==> config.mk <==
export PLATFORM = sky130hd
export DESIGN_NAME = port_arbiter
export DESIGN_NICKNAME = d
export VERILOG_FILES = /design/src/rtl/kv_port_pkg.sv /design/src/rtl/port_arbiter_rr_grant.sv /design/src/rtl/port_arbiter.sv
export SDC_FILE = /design/constraint.sdc
export NUM_CORES = 1
export LEC_CHECK = 0
export BUFFER_PORTS_ARGS = -buffer_cell sky130_fd_sc_hd__buf_2
export CELL_PAD_IN_SITES_DETAIL_PLACEMENT = 1
export CELL_PAD_IN_SITES_GLOBAL_PLACEMENT = 1
export CORE_AREA = 2 2 196 198
export CTS_CLUSTER_DIAMETER = 100
export DETAILED_ROUTE_END_ITERATION = 6
export DIE_AREA = 0 0 198 200
export PLACE_DENSITY = 0.62
export SETUP_SLACK_MARGIN = 0.1
export SLEW_MARGIN = 20
export SYNTH_ARGS = -nofsm -noshare
export SYNTH_HDL_FRONTEND = slang
export SYNTH_HIERARCHICAL = 1
export SYNTH_SLANG_ARGS = --single-unit
==> constraint.sdc <==
create_clock -name clk -period 6.5 [get_ports clk]
set_input_delay 1.95 -clock clk [delete_from_list [all_inputs] [get_ports clk]]
set_output_delay 1.95 -clock clk [all_outputs]
set_load 0.02 [all_outputs]
==> src/rtl/kv_port_pkg.sv <==
// Shared defaults and helpers for the key/value memory port arbiter.
package kv_port_pkg;

   localparam int INDEX_WIDTH_DEF = 8;
   localparam int DATA_WIDTH_DEF  = 64;
   localparam int PE_DEF          = 4;
   localparam int OWNER_W_DEF     = $clog2(PE_DEF);

   typedef struct packed {
      logic                   valid;
      logic [OWNER_W_DEF-1:0] owner;
   } owner_entry_t;

   function automatic int idx_w(input int n);
      return (n > 1) ? $clog2(n) : 1;
   endfunction

endpackage

==> src/rtl/port_arbiter_rr_grant.sv <==
// rr_grant: combinational rotate-priority one-hot grant, search starts at i_ptr and wraps.
module rr_grant
   import kv_port_pkg::*;
#(
   parameter int n  = PE_DEF,
   parameter int pw = idx_w(n)
) (
   input  logic [n-1:0]  i_req,
   input  logic [pw-1:0] i_ptr,
   output logic [n-1:0]  o_gnt,
   output logic [pw-1:0] o_idx,
   output logic          o_any
);

   // first asserted request at or above the pointer wins
   always_comb begin
      logic [pw-1:0] w_j;
      logic          w_hit;
      o_gnt = '0;
      o_idx = '0;
      o_any = 1'b0;
      w_j   = '0;
      w_hit = 1'b0;
      for (int k = 0; k < n; k++) begin
         w_j        = pw'((int'(i_ptr) + k) % n);
         w_hit      = !o_any && i_req[w_j];
         o_gnt[w_j] = o_gnt[w_j] | w_hit;
         o_idx      = w_hit ? w_j : o_idx;
         o_any      = o_any | w_hit;
      end
   end

endmodule

==> src/rtl/port_arbiter.sv <==
// port_arbiter: round-robin sharing of one key/value memory port with read-response routing.
// Optional PORT_ARB_STATS_EN adds per-engine saturating grant counters on grant_count.
module port_arbiter
   import kv_port_pkg::*;
#(
   parameter int index_width        = INDEX_WIDTH_DEF,
   parameter int data_width         = DATA_WIDTH_DEF,
   parameter int processing_engines = PE_DEF,
   parameter int read_latency       = 2
) (
   input  logic                                  clk,
   input  logic                                  reset,
   input  logic [processing_engines-1:0]         req,
   input  logic [processing_engines-1:0]         req_wen,
   input  logic [processing_engines-1:0]         req_ren,
   input  logic [processing_engines*index_width-1:0] req_addr,
   input  logic [processing_engines*data_width-1:0]  req_wdata,
   output logic [processing_engines-1:0]         gnt,
   output logic [index_width-1:0]                port_addr,
   output logic                                  port_wen,
   output logic                                  port_ren,
   output logic [data_width-1:0]                 port_wdata,
   input  logic [data_width-1:0]                 rd_data_in,
   output logic [processing_engines-1:0]         rsp_valid,
   output logic [data_width-1:0]                 rsp_data
`ifdef PORT_ARB_STATS_EN
   ,
   output logic [processing_engines*16-1:0]      grant_count
`endif
);

   localparam int N  = processing_engines;
   localparam int PW = idx_w(N);
   localparam int D  = read_latency + 1;
   localparam logic [N-1:0] ONE_HOT0 = {{(N-1){1'b0}}, 1'b1};

   typedef struct packed {
      logic          valid;
      logic [PW-1:0] owner;
   } own_ent_t;

   logic [N-1:0]           w_gnt;
   logic [PW-1:0]          w_idx;
   logic                   w_any;
   logic [index_width-1:0] w_sel_addr;
   logic [data_width-1:0]  w_sel_wdata;
   logic                   w_sel_wen;
   logic                   w_sel_ren;

   logic [PW-1:0]          r_ptr;
   logic [index_width-1:0] r_port_addr;
   logic                   r_port_wen;
   logic                   r_port_ren;
   logic [data_width-1:0]  r_port_wdata;
   logic [N-1:0]           r_rsp_valid;
   logic [data_width-1:0]  r_rsp_data;
   own_ent_t               r_pipe [D];

   rr_grant #(.n(N), .pw(PW)) u_rr_grant (
      .i_req (req),
      .i_ptr (r_ptr),
      .o_gnt (w_gnt),
      .o_idx (w_idx),
      .o_any (w_any)
   );

   assign gnt = w_gnt;

   // one-hot mux of the granted engine's request fields
   always_comb begin
      w_sel_addr  = '0;
      w_sel_wdata = '0;
      w_sel_wen   = 1'b0;
      w_sel_ren   = 1'b0;
      for (int i = 0; i < N; i++) begin
         w_sel_addr  = w_sel_addr  | ({index_width{w_gnt[i]}} & req_addr[i*index_width +: index_width]);
         w_sel_wdata = w_sel_wdata | ({data_width{w_gnt[i]}} & req_wdata[i*data_width +: data_width]);
         w_sel_wen   = w_sel_wen   | (w_gnt[i] & req_wen[i]);
         w_sel_ren   = w_sel_ren   | (w_gnt[i] & req_ren[i]);
      end
   end

   // pointer, port registers, owner pipeline and response registers
   always_ff @(posedge clk) begin
      if (reset) begin
         r_ptr        <= '0;
         r_port_addr  <= '0;
         r_port_wen   <= 1'b0;
         r_port_ren   <= 1'b0;
         r_port_wdata <= '0;
         r_rsp_valid  <= '0;
         r_rsp_data   <= '0;
         for (int s = 0; s < D; s++) begin
            r_pipe[s] <= '0;
         end
      end else begin
         if (w_any) begin
            r_ptr        <= (w_idx == PW'(N - 1)) ? '0 : w_idx + PW'(1);
            r_port_addr  <= w_sel_addr;
            r_port_wdata <= w_sel_wdata;
         end else begin
            r_ptr        <= r_ptr;
            r_port_addr  <= r_port_addr;
            r_port_wdata <= r_port_wdata;
         end
         r_port_wen <= w_sel_wen;
         r_port_ren <= w_sel_ren;
         // an entry is pushed every cycle so its position encodes elapsed latency
         r_pipe[0] <= '{valid: w_sel_ren, owner: w_idx};
         for (int s = 1; s < D; s++) begin
            r_pipe[s] <= r_pipe[s-1];
         end
         if (r_pipe[D-1].valid) begin
            r_rsp_valid <= ONE_HOT0 << r_pipe[D-1].owner;
            r_rsp_data  <= rd_data_in;
         end else begin
            r_rsp_valid <= '0;
            r_rsp_data  <= r_rsp_data;
         end
      end
   end

   assign port_addr  = r_port_addr;
   assign port_wen   = r_port_wen;
   assign port_ren   = r_port_ren;
   assign port_wdata = r_port_wdata;
   assign rsp_valid  = r_rsp_valid;
   assign rsp_data   = r_rsp_data;

`ifdef PORT_ARB_STATS_EN
   logic [15:0] r_gcnt [N];

   // saturating per-engine grant counters
   always_ff @(posedge clk) begin
      for (int i = 0; i < N; i++) begin
         if (reset) begin
            r_gcnt[i] <= 16'h0000;
         end else if (w_gnt[i] && (r_gcnt[i] != 16'hFFFF)) begin
            r_gcnt[i] <= r_gcnt[i] + 16'h0001;
         end else begin
            r_gcnt[i] <= r_gcnt[i];
         end
      end
   end

   for (genvar g = 0; g < N; g++) begin : g_cnt_out
      assign grant_count[g*16 +: 16] = r_gcnt[g];
   end
`endif

endmodule

==> flow_summary.yaml <==
clock_tree:
  cts_inserted_buffers: 17
  ctsResizeCount: 0
  clkTransAtPathRegs_ns: 0.06
  post-cts-setup-buffers: 0
  clockBufferDepth: 2
  insertion_delay_ns: 0.43
  cts.sinks: 152
  cts_root_buf: "clkbuf_16"
  cts_tree: "built"
  postCtsHoldBufs: 0
  htreeDepth: 4
logic_synthesis:
  synth-async-reset-ratio_pct: 0
  syn_area_um2: 7176
  yosys.area_share.simple_pct: 10.37
  synth_seq_cells: 152
  synth_top_area_share_pct: 42.41
  synth_edf_count: 0
  synth_top_family_by_area: "compound AO/OA/AOI/OAI gates"
  synth.area.top_cells: "dfxtp_1, a22oi_1, mux2i_1"
  synth_xor_area_share_pct: 0
  yosysWarnings: 6
  seq_area_frac_synth_pct: 42.41
  synth-compound-area-share_pct: 28.37
  synth_fp_nets: 1122
  synth.area.mux_share_pct: 11.44
  syn-instance-count: 751
  synth_flop_cell: "dfxtp_1"
  synth_adder_area_share_pct: 0.8718
  syn-mean-instance-area_um2: 9.555
  yosysTopAreaCell: "dfxtp_1"
  synth.most_common_cell: "dfxtp_1"
  synth_cell_types: 45
  synthTopCellsByCount: "dfxtp_1, a22oi_1, nor2_1, a311oi_1, mux2i_1"
setup_path:
  worstSetupEndpointType: "primary output"
  slowest_delay_ns: 0.49
  crit_slowest_cell: "mux4_2"
  cp.required_ns: 4.55
  reg2reg_depth: 12
  reg2reg_from: "r_ptr[1]"
  timing.critical_path.mode_cell: "buf_2"
  path_class: "input port to primary output"
  worstPathCellList: "buf_2, mux4_2, mux2_4, a21boi_1, or4_1, a311o_1, a2bb2oi_4, buf_2"
  crit_arrival_ns: 4.26
  critPathMaxFanout: 8
  r2r_setup_slack_ns: 1.62
  worst_setup_path_start_kind: "input port"
  r2r_end: "port_wdata[13]"
sta:
  hold_viol: 0
  layout_setup_ws_ns: 0.2864
  finClkSkew_ns: 0.01467
  fin_setup_tns_ns: 0
  relSlewSlack_pct: 27.52
  min_period_ns: 6.214
  setup_violations: 0
  clock.fmax_mhz: 160.9
  worstMarginPinSlew_ns: 1.087
  drv_slew: 0
  fin_crit_sh_pct: 95.59
  grt_setup_unrepaired: "false"
final_layout:
  fillCellCount: 4558
  syn2layout_area_growth_pct: 49.54
  fin_nets: 1584
  layout-drive-gt1-share_pct: 46.74
drt:
  drc: 0
  antenna_left: 0
  post_drt_wl_per_cell_um: 19.84
  drt_first_iter_violations: 255
  vias: 8041
  via_per_inst: 4.613
  dr.pass1.iters: 5
  finalWirelength_um: 34580
global_routing:
  grt_pass1_vias: 8044
  grt_antenna_before_repair: 11
  grt-ovfl-total: 0
  track_usage_pct: 16.62
  grt_max_degree: 122
  grt_first_pass_wirelength_um: 49100
placed_design:
  dp_slack_ns: 0.2941
  numPortBuffers: 511
  gp_congestion: 0.7899
  hpwl_um: 26020
hold_path:
  holdPathEnd: "r_pipe[0][4]"
  min_path_type: "flip-flop to flip-flop"
  holdCritStartpoint: "r_pipe[0][1]"
  whs_path_depth: 1
floorplan:
  dieHeight_um: 200
  initial_utilization_pct: 19.19
  pin_count: 512
  die_w_um: 198
  dieArea_um2: 39600
  core_um2: 37400
  num_rows: 71
pwr:
  p_leak_uw: 0.004921
  power_density_nw_per_um2: 538.7
  peakVddDrop_uv: 408.4
status:
  status: "complete, no violations"
job:
  cap_violations: 0
==> final cells by class <==
| class | count | area, um2 | area share (%) |
|---|---|---|---|
| Multi-Input combinational cell | 513 | 3741 | 34.86 |
| Sequential cell | 152 | 3047 | 28.39 |
| Timing Repair Buffer | 524 | 2683 | 25.00 |
| Tap cell | 511 | 639.4 | 5.958 |
| Clock buffer | 19 | 452.9 | 4.221 |
| Clock inverter | 13 | 133.9 | 1.248 |
| Inverter | 5 | 18.77 | 0.1749 |
| Antenna cell | 6 | 15.01 | 0.1399 |
==> logic make-up after synthesis <==
logic type                 Yosys count
AOI/OAI and AO/OA                  259
and+or+nand+nor                    174
DFF                                152
buffers and inverters               86
muxes                               75
adders and majority gates            5
==> sequential cells by signal, summed over array words and instances (netlist names) <==
register and count:
port_wen 1, port_addr 8, r_pipe 9, port_wdata 64
rsp_valid 4, rsp_data 64, r_ptr 2
==> power by group <==
part	total [uW]	internal (uW)	switching, uW
logic	3430	1220	2210
clock network	1010	559	451
registers	1340	1200	137
==> layer usage <==
metal | vias up | routed length, um | GRT usage (%)
li1 | 3820 | - | -
met1 | 3834 | 14070 | 19.35
met2 | 355 | 17490 | 29.09
met3 | 30 | 2489 | 4.587
met4 | 2 | 527 | 6.321
met5 | - | 7 | 0
==> worst max-delay path by stage <==
stage	from	endpoint	slack, ns
after floorplan	req[3]	gnt[2]	0.56
after global placement	req[1]	gnt[1]	0.35
after detailed placement	req[1]	gnt[0]	0.29
after CTS	req[1]	gnt[0]	0.29
after global routing	req[2]	gnt[0]	0.19
final	req[1]	gnt[0]	0.29
==> stage by stage <==
step | instances | total power [uW] | hold WS (ns) | util (%) | cell area [um2]
global route | 1742 | 6201 | 0.4581 | 28.68 | 10730
finish | 1743 | 5780 | 0.4352 | 28.69 | 10730
detailed placement | 1705 | 4828 | 0.4255 | 27.08 | 10130
CTS | 1737 | 5872 | 0.4412 | 28.65 | 10720
floorplan | 751 | 3751 | 0.4138 | - | 7176
global placement | 1705 | 4763 | 0.4184 | 27.08 | 10130
==> layout by cell type (no fill, tap or decap), drive strengths merged, types with 2 or more instances in the layout <==
cell type / count
a211o: 2
a211oi: 3
a21oi: 9
a221oi: 3
a22oi: 148
a2bb2oi: 4
a311oi: 73
and2: 4
buf: 524
clkbuf: 19
clkinv: 4
clkinvlp: 2
dfxtp: 152
diode: 6
ha: 5
inv: 11
mux2: 3
mux2i: 67
mux4: 5
nand2: 2
nand2b: 3
nor2: 143
nor2b: 12
nor3: 2
nor4bb: 2
o21ai: 5
o31ai: 2
or3b: 2
==> worst max-delay path: cells and delay by family <==
| family | cells | cell delay, ns |
|---|---|---|
| AOI/OAI and AO/OA | 3 | 0.79 |
| muxes | 2 | 0.77 |
| buffers and inverters | 2 | 0.32 |
| and+or+nand+nor | 1 | 0.43 |
No activity file was read; power rests on OpenSTA's default activity.
